**config.mk**
```make
export PLATFORM = sky130hd
export DESIGN_NAME = image_write_scheduler_flat
export DESIGN_NICKNAME = d
export VERILOG_FILES = /design/src/rtl/image_write_scheduler_if.sv /design/src/rtl/image_write_scheduler.sv /design/src/flat_wrapper.sv
export SDC_FILE = /design/constraint.sdc
export NUM_CORES = 1
export LEC_CHECK = 0
export BUFFER_PORTS_ARGS = -buffer_cell sky130_fd_sc_hd__clkbuf_2
export CORE_MARGIN = 1
export CORE_UTILIZATION = 60
export CTS_CLUSTER_DIAMETER = 150
export DETAILED_ROUTE_END_ITERATION = 8
export PLACE_DENSITY = 0.79
export SYNTH_ARGS = -nofsm -noshare
export SYNTH_HDL_FRONTEND = slang
export SYNTH_SLANG_ARGS = --single-unit
export TNS_END_PERCENT = 1
```
**constraint.sdc**
```tcl
create_clock -name clock -period 4.4 [get_ports clock]
set_clock_uncertainty 0.1 [all_clocks]
set_input_delay 0.88 -clock clock [delete_from_list [all_inputs] [get_ports clock]]
set_output_delay 0.88 -clock clock [all_outputs]
set_load 0.01 [all_outputs]
```
**src/rtl/image_write_scheduler_if.sv**
```systemverilog
// Write-request, fill-control and image-RAM write port bundle for the
// image write scheduler. The scheduler side uses the slave modport; the
// requester / RAM-model side uses the master modport.
interface image_write_scheduler_if #(
  parameter int ADDRESS_WIDTH = 15,
  parameter int DATA_WIDTH    = 8,
  parameter int FIFO_DEPTH    = 8
);
  // pixel write request handshake
  logic                         req_valid;
  logic [ADDRESS_WIDTH-1:0]     req_addr;
  logic [DATA_WIDTH-1:0]        req_data;
  logic                         req_ready;
  // whole-frame fill control
  logic                         fill_start;
  logic [DATA_WIDTH-1:0]        fill_color;
  // scanout owns the RAM port while active is high
  logic                         active;
  // image RAM write port
  logic                         ram_wEn;
  logic [ADDRESS_WIDTH-1:0]     ram_addr;
  logic [DATA_WIDTH-1:0]        ram_data;
  // status
  logic                         busy;
  logic [$clog2(FIFO_DEPTH):0]  fifo_count;

  modport master (
    output req_valid, req_addr, req_data, fill_start, fill_color, active,
    input  req_ready, ram_wEn, ram_addr, ram_data, busy, fifo_count
  );

  modport slave (
    input  req_valid, req_addr, req_data, fill_start, fill_color, active,
    output req_ready, ram_wEn, ram_addr, ram_data, busy, fifo_count
  );
endinterface

```
**src/rtl/image_write_scheduler.sv**
```systemverilog
// Image write scheduler: queues pixel writes in a small FIFO and issues them
// to the image RAM only while scanout is outside the visible region. A
// whole-frame fill can be requested; it waits for the queue to drain, then
// writes the latched colour to addresses 0..FILL_LAST, pausing whenever
// scanout owns the RAM port.
module image_write_scheduler #(
  parameter int ADDRESS_WIDTH = 15,
  parameter int DATA_WIDTH    = 8,
  parameter int FIFO_DEPTH    = 8,     // power of two, >= 2
  parameter int FILL_LAST     = 16383
) (
  input  logic                   clock,
  input  logic                   reset,
  image_write_scheduler_if.slave bus
);

  localparam int PW = $clog2(FIFO_DEPTH);
  localparam int CW = PW + 1;
  localparam logic [ADDRESS_WIDTH-1:0] LAST  = ADDRESS_WIDTH'(FILL_LAST);
  localparam logic [CW-1:0]            DEPTH = CW'(FIFO_DEPTH);

  typedef enum logic {S_IDLE = 1'b0, S_FILL = 1'b1} state_t;

  typedef struct packed {
    logic [ADDRESS_WIDTH-1:0] addr;
    logic [DATA_WIDTH-1:0]    data;
  } wr_req_t;

  // control state
  state_t                   r_state,        w_state_nxt;
  logic                     r_fill_pending, w_fill_pending_nxt;
  logic [ADDRESS_WIDTH-1:0] r_fill_cnt,     w_fill_cnt_nxt;
  logic [DATA_WIDTH-1:0]    r_fill_color,   w_fill_color_nxt;

  // write queue
  wr_req_t                  r_mem [FIFO_DEPTH];
  logic [PW-1:0]            r_wr_ptr;
  logic [PW-1:0]            r_rd_ptr;
  logic [CW-1:0]            r_count;

  // registered RAM write port
  logic                     r_ram_wEn;
  logic [ADDRESS_WIDTH-1:0] r_ram_addr;
  logic [DATA_WIDTH-1:0]    r_ram_data;

  logic                     w_ready;
  logic                     w_push;
  logic                     w_pop;
  logic                     w_fill_wr;
  wr_req_t                  w_head;

  // New requests are refused once a fill has been asked for, so the fill
  // sees a queue that only ever shrinks.
  assign w_ready = (r_count < DEPTH) && !r_fill_pending && (r_state != S_FILL);
  assign w_push  = bus.req_valid && w_ready;
  assign w_head  = r_mem[r_rd_ptr];

  // Next-state and write-issue decisions for the IDLE/FILL controller
  always_comb begin
    w_state_nxt        = r_state;
    w_fill_pending_nxt = r_fill_pending;
    w_fill_cnt_nxt     = r_fill_cnt;
    w_fill_color_nxt   = r_fill_color;
    w_pop              = 1'b0;
    w_fill_wr          = 1'b0;
    case (r_state)
      S_IDLE: begin
        if (r_count != '0) begin
          // queued writes always go before a pending fill
          w_pop = !bus.active;
        end else if (r_fill_pending) begin
          w_state_nxt        = S_FILL;
          w_fill_pending_nxt = 1'b0;
          w_fill_cnt_nxt     = '0;
        end
        if (bus.fill_start && !r_fill_pending) begin
          w_fill_pending_nxt = 1'b1;
          w_fill_color_nxt   = bus.fill_color;
        end
      end
      S_FILL: begin
        if (!bus.active) begin
          w_fill_wr = 1'b1;
          // counter parks on the last address instead of wrapping
          if (r_fill_cnt == LAST) begin
            w_state_nxt = S_IDLE;
          end else begin
            w_fill_cnt_nxt = r_fill_cnt + 1'b1;
          end
        end
      end
      default: w_state_nxt = S_IDLE;
    endcase
  end

  // Controller state register
  always_ff @(posedge clock or posedge reset) begin
    if (reset) begin
      r_state        <= S_IDLE;
      r_fill_pending <= 1'b0;
      r_fill_cnt     <= '0;
      r_fill_color   <= '0;
    end else begin
      r_state        <= w_state_nxt;
      r_fill_pending <= w_fill_pending_nxt;
      r_fill_cnt     <= w_fill_cnt_nxt;
      r_fill_color   <= w_fill_color_nxt;
    end
  end

  // Queue storage; emptiness is defined by r_count so no reset is needed
  always_ff @(posedge clock) begin
    if (w_push) begin
      r_mem[r_wr_ptr] <= '{addr: bus.req_addr, data: bus.req_data};
    end
  end

  // Queue pointers wrap naturally at the power-of-two depth
  always_ff @(posedge clock or posedge reset) begin
    if (reset) begin
      r_wr_ptr <= '0;
      r_rd_ptr <= '0;
      r_count  <= '0;
    end else begin
      if (w_push) r_wr_ptr <= r_wr_ptr + PW'(1);
      if (w_pop)  r_rd_ptr <= r_rd_ptr + PW'(1);
      r_count <= r_count + CW'(w_push) - CW'(w_pop);
    end
  end

  // RAM write port: one-cycle strobe, address/data hold between writes
  always_ff @(posedge clock or posedge reset) begin
    if (reset) begin
      r_ram_wEn  <= 1'b0;
      r_ram_addr <= '0;
      r_ram_data <= '0;
    end else begin
      r_ram_wEn <= w_pop || w_fill_wr;
      if (w_pop) begin
        r_ram_addr <= w_head.addr;
        r_ram_data <= w_head.data;
      end else if (w_fill_wr) begin
        r_ram_addr <= r_fill_cnt;
        r_ram_data <= r_fill_color;
      end
    end
  end

  assign bus.req_ready  = w_ready;
  assign bus.ram_wEn    = r_ram_wEn;
  assign bus.ram_addr   = r_ram_addr;
  assign bus.ram_data   = r_ram_data;
  assign bus.busy       = r_fill_pending || (r_state == S_FILL);
  assign bus.fifo_count = r_count;

endmodule

```
**src/flat_wrapper.sv**
```systemverilog
// flat-port wrapper written by rule: the top's interface ports become plain ports
module image_write_scheduler_flat 
#(
  parameter int ADDRESS_WIDTH = 15,
  parameter int DATA_WIDTH    = 8,
  parameter int FIFO_DEPTH    = 8,                          
  parameter int FILL_LAST     = 16383
)
  (clock, reset, bus_req_valid, bus_req_addr, bus_req_data, bus_fill_start, bus_fill_color, bus_active, bus_req_ready, bus_ram_wEn, bus_ram_addr, bus_ram_data, bus_busy, bus_fifo_count);
  image_write_scheduler_if #(.ADDRESS_WIDTH(ADDRESS_WIDTH), .DATA_WIDTH(DATA_WIDTH), .FIFO_DEPTH(FIFO_DEPTH)) bus_i ();
  input  logic clock;
  input  logic reset;
  input wire logic [$bits(bus_i.req_valid)-1:0] bus_req_valid;
  input wire logic [$bits(bus_i.req_addr)-1:0] bus_req_addr;
  input wire logic [$bits(bus_i.req_data)-1:0] bus_req_data;
  input wire logic [$bits(bus_i.fill_start)-1:0] bus_fill_start;
  input wire logic [$bits(bus_i.fill_color)-1:0] bus_fill_color;
  input wire logic [$bits(bus_i.active)-1:0] bus_active;
  output wire logic [$bits(bus_i.req_ready)-1:0] bus_req_ready;
  output wire logic [$bits(bus_i.ram_wEn)-1:0] bus_ram_wEn;
  output wire logic [$bits(bus_i.ram_addr)-1:0] bus_ram_addr;
  output wire logic [$bits(bus_i.ram_data)-1:0] bus_ram_data;
  output wire logic [$bits(bus_i.busy)-1:0] bus_busy;
  output wire logic [$bits(bus_i.fifo_count)-1:0] bus_fifo_count;
  assign bus_i.req_valid = bus_req_valid;
  assign bus_i.req_addr = bus_req_addr;
  assign bus_i.req_data = bus_req_data;
  assign bus_i.fill_start = bus_fill_start;
  assign bus_i.fill_color = bus_fill_color;
  assign bus_i.active = bus_active;
  assign bus_req_ready = bus_i.req_ready;
  assign bus_ram_wEn = bus_i.ram_wEn;
  assign bus_ram_addr = bus_i.ram_addr;
  assign bus_ram_data = bus_i.ram_data;
  assign bus_busy = bus_i.busy;
  assign bus_fifo_count = bus_i.fifo_count;
  image_write_scheduler #(.ADDRESS_WIDTH(ADDRESS_WIDTH), .DATA_WIDTH(DATA_WIDTH), .FIFO_DEPTH(FIFO_DEPTH), .FILL_LAST(FILL_LAST)) u_core (.clock(clock), .reset(reset), .bus(bus_i));
endmodule
```
==> results.yml, run 1 <==
global_routing:
  grt_overflow: 0
  grt_max_degree: 34
  grt_pass1_vias: 5322
  grt_pass1_wl_mm: 29.6
  track_usage_pct: 24.1
  antenna_found_initial: 1
routing:
  drtIter0Drc: 430
  vias: 5285
  wl_per_cell_um: 22.1
  route.detailed.drc: 0
  drt-total-wl_mm: 19.1
  vias_per_cell: 6.10
  detail-route-antenna-nets: 0
  drt_first_pass_iters: 7
sta:
  setup_viol: 0
  finalSetupTns_ns: 0
  slew_headroom_pct: 43.4
  hold_viol: 0
  fmax_mhz: 341
  rsz0062_at_grt: "false"
  period_needed_ns: 2.93
  worst_pin_slew_ns: 0.849
  hold-worst-slack_ns: 0.351
  finalCritPeriodShare_pct: 66.7
  finalMaxSlewViolations: 0
clock_tree:
  cts_setup_buffers: 0
  hold_buffers: 0
  clock_latency_ns: 0.50
  cts-htree-levels: 1
  cts-resized-gates: 0
  clkTransAtPathRegs_ns: 0.06
  root_buffer: "clkbuf_16"
  cts_sinks: 243
  numCtsBuffers: 24
  clockBufferDepth: 3
  tritoncts: "done"
flow_run:
  drv_cap: 0
placed_design:
  dp_hpwl_mm: 12.4
  gp_congestion: 0.878
  place_area_um2: 10300
  portBuffers: 65
  dpl.cell_count: 822
critical_path:
  critPathRequiredTime_ns: 4.49
  cp-end-kind: "register"
  cp_cell_sequence: "or2_2 > nor2_1 > and2_1 > nand2_1 > nor3_2 > buf_4"
  crit_start: "u_core.r_fill_pending$_DFFE_PP0P_"
  critPathKind: "reg -> reg"
  timing.rr.start: "u_core.r_fill_pending$_DFFE_PP0P_"
  ff2ff_path_depth: 6
  ff2ff_setup_slack_ns: 1.47
  cp-start-kind: "register"
  path_buf_inv: 1
  max_stage_delay_ns: 0.65
  cpMaxStageDelayCell: "nor3_2"
  crit_family: "simple AND/OR/NAND/NOR gates"
  crit_arrival_ns: 3.02
  cp_num_cells: 6
  critPathCapture: "u_core.r_mem[1][15]$_DFFE_PP_"
  crit_fanout: 15
  reg2reg_to: "u_core.r_mem[1][15]$_DFFE_PP_"
layout:
  mostFrequentLayoutCells: "edfxtp_1, clkbuf_2, dfrtp_1"
  final_nets: 677
  syn_to_final_growth_pct: 14.5
  layout-drive-gt1-share_pct: 28.8
  seq_area_um2: 7000
  multi_input_comb_area_um2: 2500
  fin_area_um2: 11100
  instances_no_fill: 867
  fill_cells: 989
  mostFrequentLayoutCell: "edfxtp_1"
synthesis:
  synthCells: 556
  async_reset_ff_share_pct: 24.3
  synth.yosys.seq_area_share_pct: 72.5
  synth-edff-count: 184
  yosysUniqueCellTypes: 49
  synth-main-ff-cell: "edfxtp_1"
  syn_area_per_cell_um2: 17.4
  synth_warnings: 0
  ys_ff_latch: 243
  synth_fp_nets: 601
  syn_area_um2: 9660
floorplanning:
  initial_core_util_pct: 61.0
  pin_count: 66
  dieArea_um2: 16600
  die_w_um: 129
  die_h_um: 129
  coreArea_um2: 15800
  rows: 46
power_and_ir_drop:
  power_leakage_nw: 4.00
  power.density_nw_per_um2: 453
  seq_power_share_pct: 52.9
  total_power_mw: 5.01
  p_int_mw: 3.90
  netSwitchingPower_mw: 1.11
  ir_drop_mv: 0.317
  pwr-share-clk_pct: 39.9
  comb_power_share_pct: 7.2
  switching_share_pct: 22.2
min_path:
  min_path_type: "in -> async"
outcome:
  outcome: "completed"
-- logic make-up (layout without fill, tap and decap cells) --
family / Yosys count / in the layout / synth area share, %
buffers and inverters: 44 / 138 / 1.89
adders and majority gates: 9 / 9 / 1.24
and+or+nand+nor: 107 / 107 / 5.45
DFF: 243 / 243 / 72.5
AOI/OAI and AO/OA: 68 / 68 / 4.62
xor gates and xnor gates: 6 / 6 / 0.544
muxes: 79 / 79 / 13.8
other: 0 / 1 / 0
-- how the worst min path moves through the flow --
stage	end	cells past startpoint
after floorplan	u_core.r_fill_cnt[13]$_DFFE_PP0P_	1
after global placement	u_core.bus.ram_data[1]$_DFFE_PP0P_	2
after detailed placement	u_core.bus.ram_data[7]$_DFFE_PP0P_	2
after CTS	u_core.r_fill_cnt[6]$_DFFE_PP0P_	2
after global routing	u_core.bus.fifo_count[3]$_DFF_PP0_	2
final	u_core.bus.fifo_count[1]$_DFF_PP0_	2
-- synthesized netlist by cell type, types with 8 or more instances --
master | instances | area [um^2]
edfxtp_1 | 184 | 5530
dfrtp_1 | 59 | 1480
mux4_2 | 42 | 946
nand2_1 | 41 | 154
mux2i_1 | 27 | 270
clkbuf_1 | 20 | 75.1
nand3_1 | 20 | 100
a21oi_1 | 18 | 90.1
nor2_1 | 15 | 56.3
inv_1 | 14 | 52.6
o22ai_1 | 12 | 75.1
o21ai_0 | 11 | 55.1
mux2_2 | 10 | 113
ha_1 | 8 | 100
-- final cells by class --
type	count	area share, %
Clock inverter	13	1.07
Timing Repair Buffer	79	4.00
Clock buffer	31	6.04
Tap cell	216	2.44
Sequential cell	243	63.3
Antenna cell	1	0.0226
Inverter	15	0.509
Multi-Input combinational cell	269	22.6
-- sequential cells by signal, summed over array words and instances, names as in the netlist, 3 cells and up --
signal	flops
u_core.bus.ram_data	8
u_core.bus.ram_addr	15
u_core.r_mem	184
u_core.bus.fifo_count	4
u_core.r_fill_color	8
u_core.r_wr_ptr	3
u_core.r_rd_ptr	3
u_core.r_fill_cnt	15
-- layer usage --
| layer | global-route usage (%) | wire [um] |
|---|---|---|
| met1 | 32.5 | 8060 |
| met2 | 40.7 | 9670 |
| met3 | 4.70 | 1060 |
| met4 | 6.44 | 323 |
| met5 | 0 | 0 |
-- power by group through the flow --
stage | Sequential, mW | Combinational (mW) | Clock, mW
6_report | 2.65 | 0.359 | 2.00
5_1_grt | 2.66 | 0.406 | 2.11
3_5_place_dp | 2.70 | 0.357 | 0
4_1_cts | 2.65 | 0.359 | 2.03
2_1_floorplan | 2.67 | 0.234 | 0
3_3_place_gp | 2.69 | 0.341 | 0
-- stage by stage --
stage | worst slack (ns) | util (%)
6_report | 1.47 | 69.9
5_1_grt | 1.31 | 69.9
4_1_cts | 1.44 | 69.9
3_5_place_dp | 1.33 | 64.9
3_3_place_gp | 1.41 | 64.9
2_1_floorplan | 0.706 | -
No activity file was read; power rests on OpenSTA's default activity.
==> run 2, diff against run 1 <==
clock period = 3.1 ns   (was 4.4 ns; I/O delays follow)
==> results.yml, run 2 (synthesis results as in run 1) <==
global_routing:
  track_usage_pct: 25.5
  grt_max_degree: 47
  grt_pass1_wl_mm: 30.7
  grt_pass1_vias: 5417
  antenna_found_initial: 0
  grt_overflow: 0
sta:
  rsz0062_at_grt: "false"
  fin_ws_ns: 0.390
  hold_viol: 0
  setup_viol: 0
  period_needed_ns: 2.71
  finalCritPeriodShare_pct: 87.4
  worst_pin_slew_ns: 0.993
  slew_headroom_pct: 33.8
  fmax_mhz: 369
  finalMaxSlewViolations: 0
layout:
  mostFrequentLayoutCell: "edfxtp_1"
  syn_to_final_growth_pct: 15.9
  fin_area_um2: 11200
  layout-drive-gt1-share_pct: 29.4
  mostFrequentLayoutCells: "edfxtp_1, clkbuf_2, dfrtp_1"
  fill_cells: 952
  regMostFlops: "u_core.r_mem"
  largest_reg_flops: 184
  num_antenna_cells: 0
  final_nets: 680
clock_tree:
  numCtsBuffers: 24
  cts-htree-levels: 1
  cts_setup_buffers: 0
  tritoncts: "done"
  cts-resized-gates: 0
  clkTransAtPathRegs_ns: 0.06
  clock_latency_ns: 0.51
  cts_sinks: 243
  clockBufferDepth: 3
  hold_buffers: 0
  root_buffer: "clkbuf_16"
placed_design:
  dp_hpwl_mm: 12.0
  post-place-ws_ns: 0.491
  place_area_um2: 10300
  gp_congestion: 0.890
  portBuffers: 65
critical_path:
  critPathKind: "reg -> reg"
  cp_cell_sequence: "buf_4 > nor4b_1 > or2_2 > clkinv_1 > o22ai_1 > a21oi_1"
  critPathRequiredTime_ns: 3.38
  critPathCapture: "u_core.bus.ram_data[0]$_DFFE_PP0P_"
  cp-start-kind: "register"
  cpMaxStageDelayCell: "nor4b_1"
  cp-end-kind: "register"
  crit_arrival_ns: 2.99
  timing.rr.start: "u_core.r_state$_DFF_PP0_"
  ff2ff_setup_slack_ns: 0.39
  ff2ff_path_depth: 6
  crit_fanout: 33
  max_stage_delay_ns: 0.53
  crit_start: "u_core.r_state$_DFF_PP0_"
  reg2reg_to: "u_core.bus.ram_data[0]$_DFFE_PP0P_"
floorplanning:
  initial_core_util_pct: 61.0
  rows: 46
  die_w_um: 129
  pin_count: 66
  die_h_um: 129
  coreArea_um2: 15800
  dieArea_um2: 16600
routing:
  drt-total-wl_mm: 20.0
  vias_per_cell: 6.13
  drt_first_pass_iters: 5
  detail-route-antenna-nets: 0
  drtIter0Drc: 448
  route.detailed.drc: 0
  vias: 5324
  wl_per_cell_um: 23.0
flow_run:
  drv_cap: 0
outcome:
  outcome: "completed"
power_and_ir_drop:
  seq_power_share_pct: 50.6
  power.density_nw_per_um2: 664
  power_leakage_nw: 4.06
  comb_power_share_pct: 6.9
  p_int_mw: 5.82
  switching_share_pct: 21.7
  pwr-share-clk_pct: 42.5
  netSwitchingPower_mw: 1.61
  ir_drop_mv: 0.381
min_path:
  min_path_type: "in -> async"
run 2: cell types whose count changed in the layout (fill, tap and decap cells not counted), sizes merged:
| cell | previous run | this run |
|---|---|---|
| clkinvlp | 3 | 2 |
| clkbuf | 96 | 93 |
| buf | 14 | 17 |
| bufinv | 2 | 6 |
| diode | 1 | 0 |
run 2: power by group through the flow:
stage / clock network (mW) / registers [mW] / logic (mW)
CTS: 3.20 / 3.76 / 0.517
detailed placement: 0 / 3.82 / 0.512
finish: 3.16 / 3.76 / 0.515
global placement: 0 / 3.81 / 0.485
floorplan: 0 / 3.80 / 0.332
global route: 3.32 / 3.78 / 0.576
run 2: critical path: cells and delay by family (launching register included):
family	cells	cell delay [ns]
AO/OA/AOI/OAI	2	0.37
flip-flops	1	0.37
AND/OR/NAND/NOR	2	1.00
buffers and inverters	2	0.73
run 2: cell type report:
type	count	area [um^2]	share of cell area, %
repair buffers	82	490	4.38
flip-flops and latches	243	7000	62.5
well taps	216	270	2.41
inverters	15	56.3	0.503
multi-input cells	269	2510	22.4
clock buffers	28	637	5.69
clock inverters	16	236	2.11
run 2: per-layer routing:
metal	vias up	global-route usage, %	share of wire [%]
li1	2338	-	-
met1	2730	34.8	42
met3	31	4.41	6.8
met2	225	42.9	50
met4	0	6.99	1.8
met5	-	0	0
run 2: stage by stage:
step / total power, mW / hold slack (ns) / instances / util [%] / TNS, ns
global placement: 4.30 / 0.375 / 825 / 65.2 / 0
finish: 7.43 / 0.0682 / 869 / 70.8 / 0
CTS: 7.47 / 0.0710 / 869 / 70.8 / 0
global route: 7.67 / 0.115 / 869 / 70.8 / 0
detailed placement: 4.33 / 0.373 / 825 / 65.2 / 0
floorplan: 4.13 / 0.373 / 556 / - / -13.60
run 2: worst min-delay path by stage:
stage,startpoint,end,slack (ns),cells after the start
2_1_floorplan,u_core.r_fill_cnt[13]$_DFFE_PP0P_,u_core.r_fill_cnt[13]$_DFFE_PP0P_,0.37,1
3_3_place_gp,u_core.bus.ram_addr[7]$_DFFE_PP0P_,u_core.bus.ram_addr[7]$_DFFE_PP0P_,0.37,2
3_5_place_dp,u_core.bus.ram_data[1]$_DFFE_PP0P_,u_core.bus.ram_data[1]$_DFFE_PP0P_,0.37,2
4_1_cts,reset,u_core.r_fill_cnt[3]$_DFFE_PP0P_,0.07,2
5_1_grt,reset,u_core.bus.fifo_count[1]$_DFF_PP0_,0.12,2
6_report,reset,u_core.bus.fifo_count[1]$_DFF_PP0_,0.07,2
==> run 3, diff against run 2 <==
clock period = 2.8 ns   (was 3.1 ns; I/O delays follow)
==> results.yml, run 3 (synthesis results as in run 1) <==
flow_run:
  drv_cap: 0
min_path:
  holdCritStartpoint: "bus_fill_color[1]"
  min_path_type: "in -> reg"
floorplanning:
  die_h_um: 129
  rows: 46
  pin_count: 66
  dieArea_um2: 16600
  coreArea_um2: 15800
  initial_core_util_pct: 61.0
  die_w_um: 129
routing:
  drt_first_pass_iters: 6
  detail-route-antenna-nets: 0
  drtIter0Drc: 610
  route.detailed.drc: 0
  vias: 5441
  drt-total-wl_mm: 20.3
  wl_per_cell_um: 22.8
  vias_per_cell: 6.13
layout:
  final_nets: 698
  mostFrequentLayoutCell: "edfxtp_1"
  mostFrequentLayoutCells: "edfxtp_1, clkbuf_2, dfrtp_1"
  largest_reg_flops: 184
  syn_to_final_growth_pct: 16.8
  regMostFlops: "u_core.r_mem"
  layout-drive-gt1-share_pct: 31.1
  num_antenna_cells: 0
sta:
  worst_pin_slew_ns: 0.680
  rsz0062_at_grt: "false"
  slew_headroom_pct: 54.5
  finalCritPeriodShare_pct: 85.5
  setup_viol: 0
  fin_ws_ns: 0.406
  finalMaxSlewViolations: 0
  period_needed_ns: 2.39
  fmax_mhz: 418
  hold_viol: 0
  finalSetupTns_ns: 0
clock_tree:
  clkTransAtPathRegs_ns: 0.06
  clockBufferDepth: 3
  root_buffer: "clkbuf_16"
  numCtsBuffers: 25
  cts-htree-levels: 1
  clock_latency_ns: 0.51
  tritoncts: "done"
  cts_sinks: 243
  cts_setup_buffers: 0
global_routing:
  grt_overflow: 0
  track_usage_pct: 25.6
  grt_pass1_vias: 5558
  grt_pass1_wl_mm: 31.1
  antenna_found_initial: 1
  grt_max_degree: 34
outcome:
  outcome: "completed"
placed_design:
  gp_congestion: 0.907
  portBuffers: 65
  post-place-ws_ns: 0.393
  dp_hpwl_mm: 13.0
critical_path:
  cp-end-kind: "register"
  critPathRequiredTime_ns: 3.09
  crit_arrival_ns: 2.68
  timing.rr.start: "u_core.bus.fifo_count[2]$_DFF_PP0_"
  crit_fanout: 2
  cp-start-kind: "register"
  critPathKind: "reg -> reg"
  crit_start: "u_core.bus.fifo_count[2]$_DFF_PP0_"
power_and_ir_drop:
  power.density_nw_per_um2: 707
  ir_drop_mv: 0.430
  power_leakage_nw: 4.11
==> run 3: metrics by stage <==
step                      hold slack, ns  cell area, um^2  utilization (%)  cells  power, mW
after floorplan                    0.373             9670                -    556       4.57
after global placement             0.363            10500             66.1    841       4.78
after detailed placement           0.382            10500             66.1    841       4.81
after CTS                          0.170            11300             71.3    887       8.01
after global routing               0.175            11300             71.3    887       8.22
final                              0.181            11300             71.3    887       7.97
==> run 3: worst max-delay path, cell delays in order, from the launching register on <==
cell and delay [ns]:
dfrtp_1 0.34, inv_1 0.06, ha_1 0.20, nor3b_1 0.13, or3_1 0.33, inv_1 0.09, ha_1 0.23, inv_1 0.06
ha_1 0.16, inv_1 0.06, fa_1 0.37, xnor2_1 0.13
==> run 3: repair_timing <==
action	CTS	global route
hold endpoints to repair	16	0
hold buffers	1	0
gates resized for setup	0	0
==> run 3: layout make-up <==
type                    instances  area [um^2]
clock inverters                18          170
clock buffers                  27          633
inverters                      15         56.3
well taps                     216          270
fillers                       960         4550
multi-input cells             269         2510
repair buffers                 99          633
flip-flops and latches        243         7000
==> run 3: where the power goes <==
part / internal (mW) / total [mW] / switching (mW) / leakage, nW
combinational: 0.258 / 0.585 / 0.327 / 1.36
clock: 1.91 / 3.22 / 1.31 / 0.390
sequential: 4.01 / 4.17 / 0.157 / 2.36
==> run 3: final timing paths <==
path | slack (ns) | cells past startpoint | end
setup / recovery | 0.41 | 11 | u_core.bus.fifo_count[2]$_DFF_PP0_
hold / removal | 0.18 | 2 | u_core.r_fill_color[1]$_DFFE_PP0P_
setup reg to reg | 0.41 | 11 | u_core.bus.fifo_count[2]$_DFF_PP0_
hold reg to reg | 0.40 | 2 | u_core.bus.ram_addr[5]$_DFFE_PP0P_
max in group asynchronous | 1.49 | 4 | u_core.r_rd_ptr[0]$_DFFE_PP0P_
min in group asynchronous | 0.49 | 3 | u_core.bus.ram_addr[9]$_DFFE_PP0P_
==> run 3: routing by layer <==
metal  vias up  GRT usage [%]  wire [um]
li1       2381              -          -
met3        42           3.99       1440
met1      2742           34.3       8050
met4         2           9.55        473
met5         -              0         13
met2       274           43.1      10300
